**config.mk**
```make
export PLATFORM = sky130hd
export DESIGN_NAME = mvm_flat
export DESIGN_NICKNAME = d
export VERILOG_FILES = /design/src/rtl/mvm_pkg.sv /design/src/rtl/mvm_if.sv /design/src/rtl/mvm_mac.sv /design/src/rtl/mvm.sv /design/src/flat_wrapper.sv
export SDC_FILE = /design/constraint.sdc
export NUM_CORES = 1
export LEC_CHECK = 0
export CAP_MARGIN = 20
export CORE_ASPECT_RATIO = 0.75
export CORE_UTILIZATION = 59
export CTS_BUF_LIST = sky130_fd_sc_hd__clkbuf_16
export CTS_CLUSTER_SIZE = 12
export DETAILED_ROUTE_END_ITERATION = 16
export PLACE_DENSITY_LB_ADDON = 0.08
export SLEW_MARGIN = 20
export SYNTH_ARGS = -nofsm -noshare
export SYNTH_HDL_FRONTEND = slang
export SYNTH_SLANG_ARGS = --single-unit
```
**constraint.sdc**
```tcl
create_clock -name i_clk_mvm -period 7.3 [get_ports i_clk_mvm]
set_input_delay 1.46 -clock i_clk_mvm [delete_from_list [all_inputs] [get_ports i_clk_mvm]]
set_output_delay 1.46 -clock i_clk_mvm [all_outputs]
set_load 0.01 [all_outputs]
```
**src/rtl/mvm_pkg.sv**
```systemverilog
// Shared definitions for the serial-weight matrix-vector multiplier:
// default dimensions, FSM state encoding and data/accumulator word types.
package mvm_pkg;

    localparam int MVM_N  = 4;
    localparam int MVM_DW = 4;
    localparam int MVM_AW = 2 * MVM_DW + $clog2(MVM_N);

    typedef enum logic {
        IDLE = 1'b0,
        RUN  = 1'b1
    } state_t;

    typedef logic [MVM_DW-1:0] data_t;
    typedef logic [MVM_AW-1:0] acc_t;

endpackage

```
**src/rtl/mvm_if.sv**
```systemverilog
// Bus bundle between the activation/weight source and the mvm block.
// The master drives start, activations and weights; the slave (mvm)
// returns the busy flag and the row results.
interface mvm_if
    import mvm_pkg::*;
#(
    parameter int N  = MVM_N,
    parameter int DW = MVM_DW
);

    logic          i_start_mvm;
    logic [DW-1:0] i_x_bn      [N];
    logic [DW-1:0] i_w_mvm;
    logic          o_ismvm;
    logic [DW-1:0] o_wx_result [N];

    modport master (
        output i_start_mvm,
        output i_x_bn,
        output i_w_mvm,
        input  o_ismvm,
        input  o_wx_result
    );

    modport slave (
        input  i_start_mvm,
        input  i_x_bn,
        input  i_w_mvm,
        output o_ismvm,
        output o_wx_result
    );

endinterface

```
**src/rtl/mvm_mac.sv**
```systemverilog
// One unsigned multiply-accumulate lane. The accumulator clears on i_clr
// and adds i_x*i_w when i_en is high. o_acc_nxt is the value the register
// will take at the next edge, so the parent can capture a finished row on
// the same edge the last product is added.
module mvm_mac
    import mvm_pkg::*;
#(
    parameter int DW = MVM_DW,
    parameter int AW = MVM_AW
) (
    input  logic          i_clk,
    input  logic          i_rst,
    input  logic          i_clr,
    input  logic          i_en,
    input  logic [DW-1:0] i_x,
    input  logic [DW-1:0] i_w,
    output logic [AW-1:0] o_acc_nxt
);

    logic [AW-1:0]   r_acc;
    logic [2*DW-1:0] w_prod;

    assign w_prod    = {{DW{1'b0}}, i_x} * {{DW{1'b0}}, i_w};
    assign o_acc_nxt = i_en ? (r_acc + AW'(w_prod)) : r_acc;

    // Accumulator register: clear at operation start, add product when enabled.
    always_ff @(posedge i_clk or posedge i_rst) begin
        if (i_rst) begin
            r_acc <= '0;
        end else if (i_clr) begin
            r_acc <= '0;
        end else if (i_en) begin
            r_acc <= o_acc_nxt;
        end
    end

endmodule

```
**src/rtl/mvm.sv**
```systemverilog
// Serial-weight matrix-vector multiplier. Latches an N-element activation
// vector on start, consumes N*N weights row-major (one per clock) and
// publishes N row dot products on the edge the last weight is taken.
// Optional macro MVM_SATURATE_EN: saturate results to all-ones instead of
// truncating to the low DW bits.
module mvm
    import mvm_pkg::*;
#(
    parameter int N  = MVM_N,
    parameter int DW = MVM_DW
) (
    input  logic i_clk_mvm,
    input  logic i_rst_mvm,
    mvm_if.slave bus
);

    localparam int AW = 2 * DW + $clog2(N);
    localparam int IW = $clog2(N * N);
    localparam int RW = $clog2(N);
    localparam logic [IW-1:0] LAST_IDX = IW'(N * N - 1);

    state_t        r_state;
    state_t        w_state_nxt;
    logic [IW-1:0] r_idx;
    logic [DW-1:0] r_x      [N];
    logic [DW-1:0] r_result [N];
    logic [AW-1:0] w_acc_nxt [N];
    logic [RW-1:0] w_row;
    logic [RW-1:0] w_col;
    logic [DW-1:0] w_xsel;
    logic          w_start;
    logic          w_run;
    logic          w_last;

    // Accumulated row sum reduced to an output word.
    function automatic logic [DW-1:0] fmt_result(input logic [AW-1:0] a);
`ifdef MVM_SATURATE_EN
        if (a[AW-1:DW] != '0) begin
            return {DW{1'b1}};
        end
        return a[DW-1:0];
`else
        return a[DW-1:0];
`endif
    endfunction

    // Row/column of the weight currently on i_w_mvm.
    assign w_row  = RW'(r_idx / IW'(N));
    assign w_col  = RW'(r_idx % IW'(N));
    assign w_xsel = r_x[w_col];

    assign bus.o_ismvm = w_run;

    // State register.
    always_ff @(posedge i_clk_mvm or posedge i_rst_mvm) begin
        if (i_rst_mvm) begin
            r_state <= IDLE;
        end else begin
            r_state <= w_state_nxt;
        end
    end

    // Next-state and control decode; start is only honoured in IDLE.
    always_comb begin
        w_state_nxt = r_state;
        w_start     = 1'b0;
        w_run       = 1'b0;
        w_last      = 1'b0;
        case (r_state)
            IDLE: begin
                if (bus.i_start_mvm) begin
                    w_start     = 1'b1;
                    w_state_nxt = RUN;
                end
            end
            RUN: begin
                w_run = 1'b1;
                if (r_idx == LAST_IDX) begin
                    w_last      = 1'b1;
                    w_state_nxt = IDLE;
                end
            end
            default: w_state_nxt = IDLE;
        endcase
    end

    // Weight index and activation capture.
    always_ff @(posedge i_clk_mvm or posedge i_rst_mvm) begin
        if (i_rst_mvm) begin
            r_idx <= '0;
            r_x   <= '{default: '0};
        end else if (w_start) begin
            r_idx <= '0;
            r_x   <= bus.i_x_bn;
        end else if (w_run) begin
            r_idx <= r_idx + 1'b1;
        end
    end

    // Result register: loaded only when the final weight is consumed.
    always_ff @(posedge i_clk_mvm or posedge i_rst_mvm) begin
        if (i_rst_mvm) begin
            r_result <= '{default: '0};
        end else if (w_last) begin
            for (int i = 0; i < N; i++) begin
                r_result[i] <= fmt_result(w_acc_nxt[i]);
            end
        end
    end

    // One MAC lane per row; only the current row's lane is enabled.
    for (genvar g = 0; g < N; g++) begin : g_lane
        mvm_mac #(
            .DW(DW),
            .AW(AW)
        ) u_mac (
            .i_clk    (i_clk_mvm),
            .i_rst    (i_rst_mvm),
            .i_clr    (w_start),
            .i_en     (w_run && (w_row == RW'(g))),
            .i_x      (w_xsel),
            .i_w      (bus.i_w_mvm),
            .o_acc_nxt(w_acc_nxt[g])
        );
        assign bus.o_wx_result[g] = r_result[g];
    end

endmodule

```
**src/flat_wrapper.sv**
```systemverilog
// flat-port wrapper written by rule: the top's interface ports become plain ports
module mvm_flat import mvm_pkg::*;
#(
    parameter int N  = MVM_N,
    parameter int DW = MVM_DW
)
  (i_clk_mvm, i_rst_mvm, bus_i_start_mvm, bus_i_x_bn, bus_i_w_mvm, bus_o_ismvm, bus_o_wx_result);
  mvm_if #(.N(N), .DW(DW)) bus_i ();
  input  logic i_clk_mvm;
  input  logic i_rst_mvm;
  input wire logic [$bits(bus_i.i_start_mvm)-1:0] bus_i_start_mvm;
  input wire logic [$bits(bus_i.i_x_bn)-1:0] bus_i_x_bn;
  input wire logic [$bits(bus_i.i_w_mvm)-1:0] bus_i_w_mvm;
  output wire logic [$bits(bus_i.o_ismvm)-1:0] bus_o_ismvm;
  output wire logic [$bits(bus_i.o_wx_result)-1:0] bus_o_wx_result;
  assign bus_i.i_start_mvm = bus_i_start_mvm;
  assign bus_i.i_x_bn = {>>{bus_i_x_bn}};
  assign bus_i.i_w_mvm = bus_i_w_mvm;
  assign bus_o_ismvm = bus_i.o_ismvm;
  assign bus_o_wx_result = {>>{bus_i.o_wx_result}};
  mvm #(.N(N), .DW(DW)) u_core (.i_clk_mvm(i_clk_mvm), .i_rst_mvm(i_rst_mvm), .bus(bus_i));
endmodule
```
## After elaboration in Yosys (flattened, before gate mapping)

Cells that the tools add are included.

| operators by class | value |
|---|---|
| add/subtract/negate cells | 5 |
| $mul | 1 |
| magnitude comparators | 1 |
| equality and inequality tests | 4 |
| muxes and demuxes | 24 |
| bitwise logic cells | 2 |
| reduce and logical (&&, ||, !) cells | 10 |

Operators by type and width:

| cell | count |
|---|---|
| 2-to-1 mux 10 bit | 12 |
| adder 10 x 8 -> 10 bit | 4 |
| 2-to-1 mux 4 bit | 4 |
| nonzero test 2 bit | 5 |
| binary-select mux 4 bit (select 2 bit) | 1 |
| multiplier 4 x 4 -> 8 bit | 1 |
| 2-to-1 mux 1 bit | 6 |
| adder 4 x 1 -> 4 bit (second input constant) | 1 |
| equality test 2 bit (second input constant) | 2 |
| equality test 4 bit (second input constant) | 1 |
| logical AND 1 bit | 4 |
| >= comparator 3 bit (second input constant) | 1 |
| inverter 2 -> 3 bit | 1 |
| equality test 2 x 1 -> 1 bit (second input constant) | 1 |
| zero test 2 bit | 1 |
| one-hot mux 1 bit (2 select lines) | 1 |
| inverter 1 bit | 1 |

| storage, ports and cells | value |
|---|---|
| register bits after elaboration | 77 |
| bits of input ports | 23 |
| output and inout bits | 17 |
| logic and storage cells | 61 |

## Depth between registers and ports, before layout

| depth | value |
|---|---|
| depth in word-level cells | 9 |
| depth in mapped cells | 14 |
| depth with buffers taken out | 13 |

## Cells and area by module

Synthesis repeated with hierarchy kept, for this count alone.

| unflattened totals | value |
|---|---|
| cell total of the unflattened synthesis | 669 |
| area total of the unflattened synthesis | 6789.0 um^2 |

Modules (own cells, without submodules):

| module | times used | cells each | area each (um^2) | sequential area each (um^2) |
|---|---|---|---|---|
| mvm_mac (u_core.g_lane[0].u_mac ...) | 2 | 143 | 1307.5 | 250.2 |
| mvm | 1 | 99 | 1592.8 | 925.9 |
| mvm_mac (u_core.g_lane[2].u_mac) | 1 | 143 | 1317.5 | 250.2 |
| mvm_mac (u_core.g_lane[3].u_mac) | 1 | 141 | 1263.7 | 250.2 |

## Least setup slack after synthesis

Ideal clock, no wire load.

| timing path | value |
|---|---|
| kind | input -> register |
| from | input bus_i_w_mvm[1] |
| to | register u_core.g_lane[1].u_mac.r_acc[3] |
| setup time | 0.131 ns |
| data arrival time | 3.560 ns |
| required time | 7.169 ns |
| slack | 3.609 ns |
| stages on the path | 10 |
| path buffers | 0 |
| cells stage by stage | and2_1 -> ha_1 -> ha_1 -> ha_1 -> xor2_1 -> xnor2_1 -> xnor3_2 -> xnor3_1 -> o211ai_1 -> o31ai_1 |

| between the ends | value |
|---|---|
| word-level cells in the longest chain between the ends | 5 |

RTL lines:

| item | RTL line | text |
|---|---|---|
| start, declared | flat_wrapper.sv:13 | `input wire logic [$bits(bus_i.i_w_mvm)-1:0] bus_i_w_mvm;` |
| multiplier 4 x 4 -> 8 bit | mvm_mac.sv:23 | `assign w_prod = {{DW{1'b0}}, i_x} * {{DW{1'b0}}, i_w};` |
| adder 10 x 8 -> 10 bit | mvm_mac.sv:24 | `assign o_acc_nxt = i_en ? (r_acc + AW'(w_prod)) : r_acc;` |
| 2-to-1 mux 10 bit | mvm_mac.sv:24 |  |
| 2-to-1 mux 10 bit | mvm_mac.sv:32 | `end else if (i_en) begin` |
| 2-to-1 mux 10 bit | mvm_mac.sv:30 | `end else if (i_clr) begin` |
| end signal, assigned | mvm_mac.sv:33 | `r_acc <= o_acc_nxt;` |
| end, declared | mvm_mac.sv:20 | `logic [AW-1:0] r_acc;` |

Every way passes these cells. The select of a mux whose other input is x is not followed.
A chain may end at the register's enable or synchronous reset.

## Worst setup path after layout

| timing path | value |
|---|---|
| from | input bus_i_w_mvm[1] |
| to | register u_core.g_lane[0].u_mac.r_acc[3] |

| between the ends | value |
|---|---|
| word-level cells in the longest chain between the ends | 5 |

RTL lines:

| item | RTL line |
|---|---|
| multiplier 4 x 4 -> 8 bit | mvm_mac.sv:23 |
| adder 10 x 8 -> 10 bit | mvm_mac.sv:24 |
| 2-to-1 mux 10 bit | mvm_mac.sv:24 |
| 2-to-1 mux 10 bit | mvm_mac.sv:32 |
| 2-to-1 mux 10 bit | mvm_mac.sv:30 |
| end signal, assigned | mvm_mac.sv:33 |
| end, declared | mvm_mac.sv:20 |

Every way passes these cells. The select of a mux whose other input is x is not followed.

==> results.toml <==
[logic_synthesis]
yosysTopAreaCell = "dfrtp_1"
ys.warnings.count = 0
synthSimpleGateAreaFrac = 0.160
syn-num-nets = 308
syn_inst = 264
synth_seq_cells = 53
synth_top_family_by_area = "simple AND/OR/NAND/NOR gates"
synth_top_area_share = 0.472
synth-compound-area-share = 0.0747
synth_mux_area_frac = 0.0881
netlist_area_sq_um = 2810
synth_cell_types = 35
postSynthAreaPerCell_sq_um = 10.7
synthTopCellsByArea = "dfrtp_1, nand2_1, ha_1"
synth-seq-area-share = 0.472
synth_adder_area_share = 0.104
synth_xor_area_frac = 0.0774

[cts]
clock_path_buffers = 2
post_cts_buffers = 0
cts_tree = "built"
cts-root-buf = "clkbuf_16"
cts_sinks = 53
htree_levels = 2
clkLatencyLatePin_ps = 290
cts_hold_buffers = 0
clkTransAtPathRegs_ps = 70
cts_made_buffers = 5
cts_resized = 0

[timing]
hold_violations = 0
min_period_ps = 4010
fin_skew_ps = 3.71
tightest_slew_ps = 936
setup_viol = 0
relSlewSlack = 0.376
min_period_over_period = 0.549
rsz0062_at_grt = "false"
drv_slew = 0
tns_ps = 0
fmax_mhz = 249

[setup_path]
end_kind = "flip-flop"
worstPathArrival_ps = 4170
crit_type = "input port to flip-flop"
worst-path-max-fanout = 5
start_kind = "input port"
required_ps = 7460

[route]
num_vias = 1945
dr.pass1.iters = 4
wl_per_cell_um = 14.8
drt-total-wl_um = 5310
first_iter_violations = 115
ant_nets = 0
drcViolationCount = 0
via_per_inst = 5.42

[layout]
diodes = 0
finalInstanceArea_sq_um = 3400
nets = 345
final_cell_mix = "nand2_1, dfrtp_1, clkdlybuf4s50_1, ha_1, o21ai_1"
area_delta_synth_final_pct = 21.0
layout-drive-gt1-share = 0.0596
layout.cells.most_common = "nand2_1"
final_util = 0.753

[floorplanning]
num_rows = 21
die_w_um = 81.7
start_util = 0.622
fp.dieH_um = 61.8
pin_count = 40
dieArea_sq_um = 5050
core_sq_um = 4520

[power]
leakage_nw = 1.69
vdd_ir_drop_max_v = 0.000330
p_per_area_nw_per_um2 = 558

[placement]
numPortBuffers = 39
hpwl_um = 3830
place_area_sq_um = 3240
globalplace.congestion = 0.796

[global_routing]
grt_pass1_wl_um = 8780
antenna_found_initial = 0
overflow = 0
grt_pass1_vias = 1865
grt_start_max_net_pins = 54
grtUsageTotal = 0.239

[run_status]
status = "finished clean"

[flow_run]
drv_cap = 0

[min_path]
worstHoldPathType = "flip-flop to flip-flop"
==> power by group <==
group	total, W	switching, W	internal, W
logic	0.00108	0.000500	0.000584
registers	0.000556	0.000120	0.000436
clock network	0.000258	0.0000987	0.000159
total	0.00190	0.000719	0.00118
==> metal layers <==
layer	part of all wire	global-route usage
met1	0.48	0.349
met2	0.46	0.366
met3	0.038	0.0467
met4	0.015	0.0777
met5	0	0
==> sequential cells by signal, summed over array words and instances (netlist names) <==
| register | count |
|---|---|
| u_core.r_state | 1 |
| u_core.g_lane.u_mac.r_acc | 16 |
| u_core.r_idx | 4 |
| u_core.bus.o_wx_result | 16 |
| u_core.r_x | 16 |
==> cell families after synthesis <==
family,after synthesis
and+or+nand+nor,104
DFF,53
AOI/OAI and AO/OA,35
adders and majority gates,21
muxes,20
xor gates and xnor gates,16
buffers and inverters,15
==> metrics by stage <==
step / setup slack, ps / hold slack (ps) / cells / total power, W
CTS: 3280 / 474 / 359 / 0.00191
global placement: 3070 / 454 / 351 / 0.00159
global route: 3130 / 490 / 359 / 0.00207
floorplan: 3610 / 440 / 264 / 0.00137
finish: 3290 / 474 / 359 / 0.00190
detailed placement: 2980 / 458 / 351 / 0.00164
==> critical path, cell delays in order <==
cell	delay [ps]
clkdlybuf4s50_1	440
and2_1	160
ha_1	280
ha_1	280
ha_1	200
xor2_1	180
xnor2_1	150
xnor3_2	330
xnor3_1	410
o211ai_1	170
o31ai_1	100
==> cell usage after synthesis, drive strengths merged <==
library cell  count
and2              6
inv               3
o211ai            3
mux2              8
a21o              4
nand3             7
dfrtp            53
o21ai            16
o21a              1
ha               17
xnor3             5
mux2i             9
nand2            70
a22o              1
nor2             12
o31ai             3
nand3b            1
a2bb2oi           1
nor2b             4
mux4              3
buf               5
xnor2            10
nand4             1
a21oi             6
xor2              1
nand2b            3
clkbuf            7
fa                4
==> area by class of cell <==
cell class / count / area (sq um)
multi-input cells: 196 / 1420
flip-flops and latches: 53 / 1330
fillers: 329 / 1120
repair buffers: 42 / 413
clock buffers: 5 / 125
well taps: 57 / 71.3
clock inverters: 3 / 37.5
inverters: 3 / 11.3
==> worst paths after layout <==
path                                             start                                           to  slack, ps  cells past startpoint
hold / removal              u_core.r_x[10]$_DFFE_PP0P_                   u_core.r_x[10]$_DFFE_PP0P_        470                      2
setup / recovery                        bus_i_w_mvm[1]  u_core.g_lane[0].u_mac.r_acc[3]$_DFFE_PP0P_       3290                     11
hold reg to reg             u_core.r_x[10]$_DFFE_PP0P_                   u_core.r_x[10]$_DFFE_PP0P_        470                      2
max in group asynchronous                    i_rst_mvm                  u_core.r_idx[0]$_DFFE_PP0P_       5170                      3
setup reg to reg           u_core.r_idx[1]$_DFFE_PP0P_  u_core.g_lane[0].u_mac.r_acc[3]$_DFFE_PP0P_       3700                     11
min in group asynchronous                    i_rst_mvm       u_core.bus.o_wx_result[10]$_DFFE_PP0P_       1690                      3
Note: power is estimated with default switching activity, not from simulation.
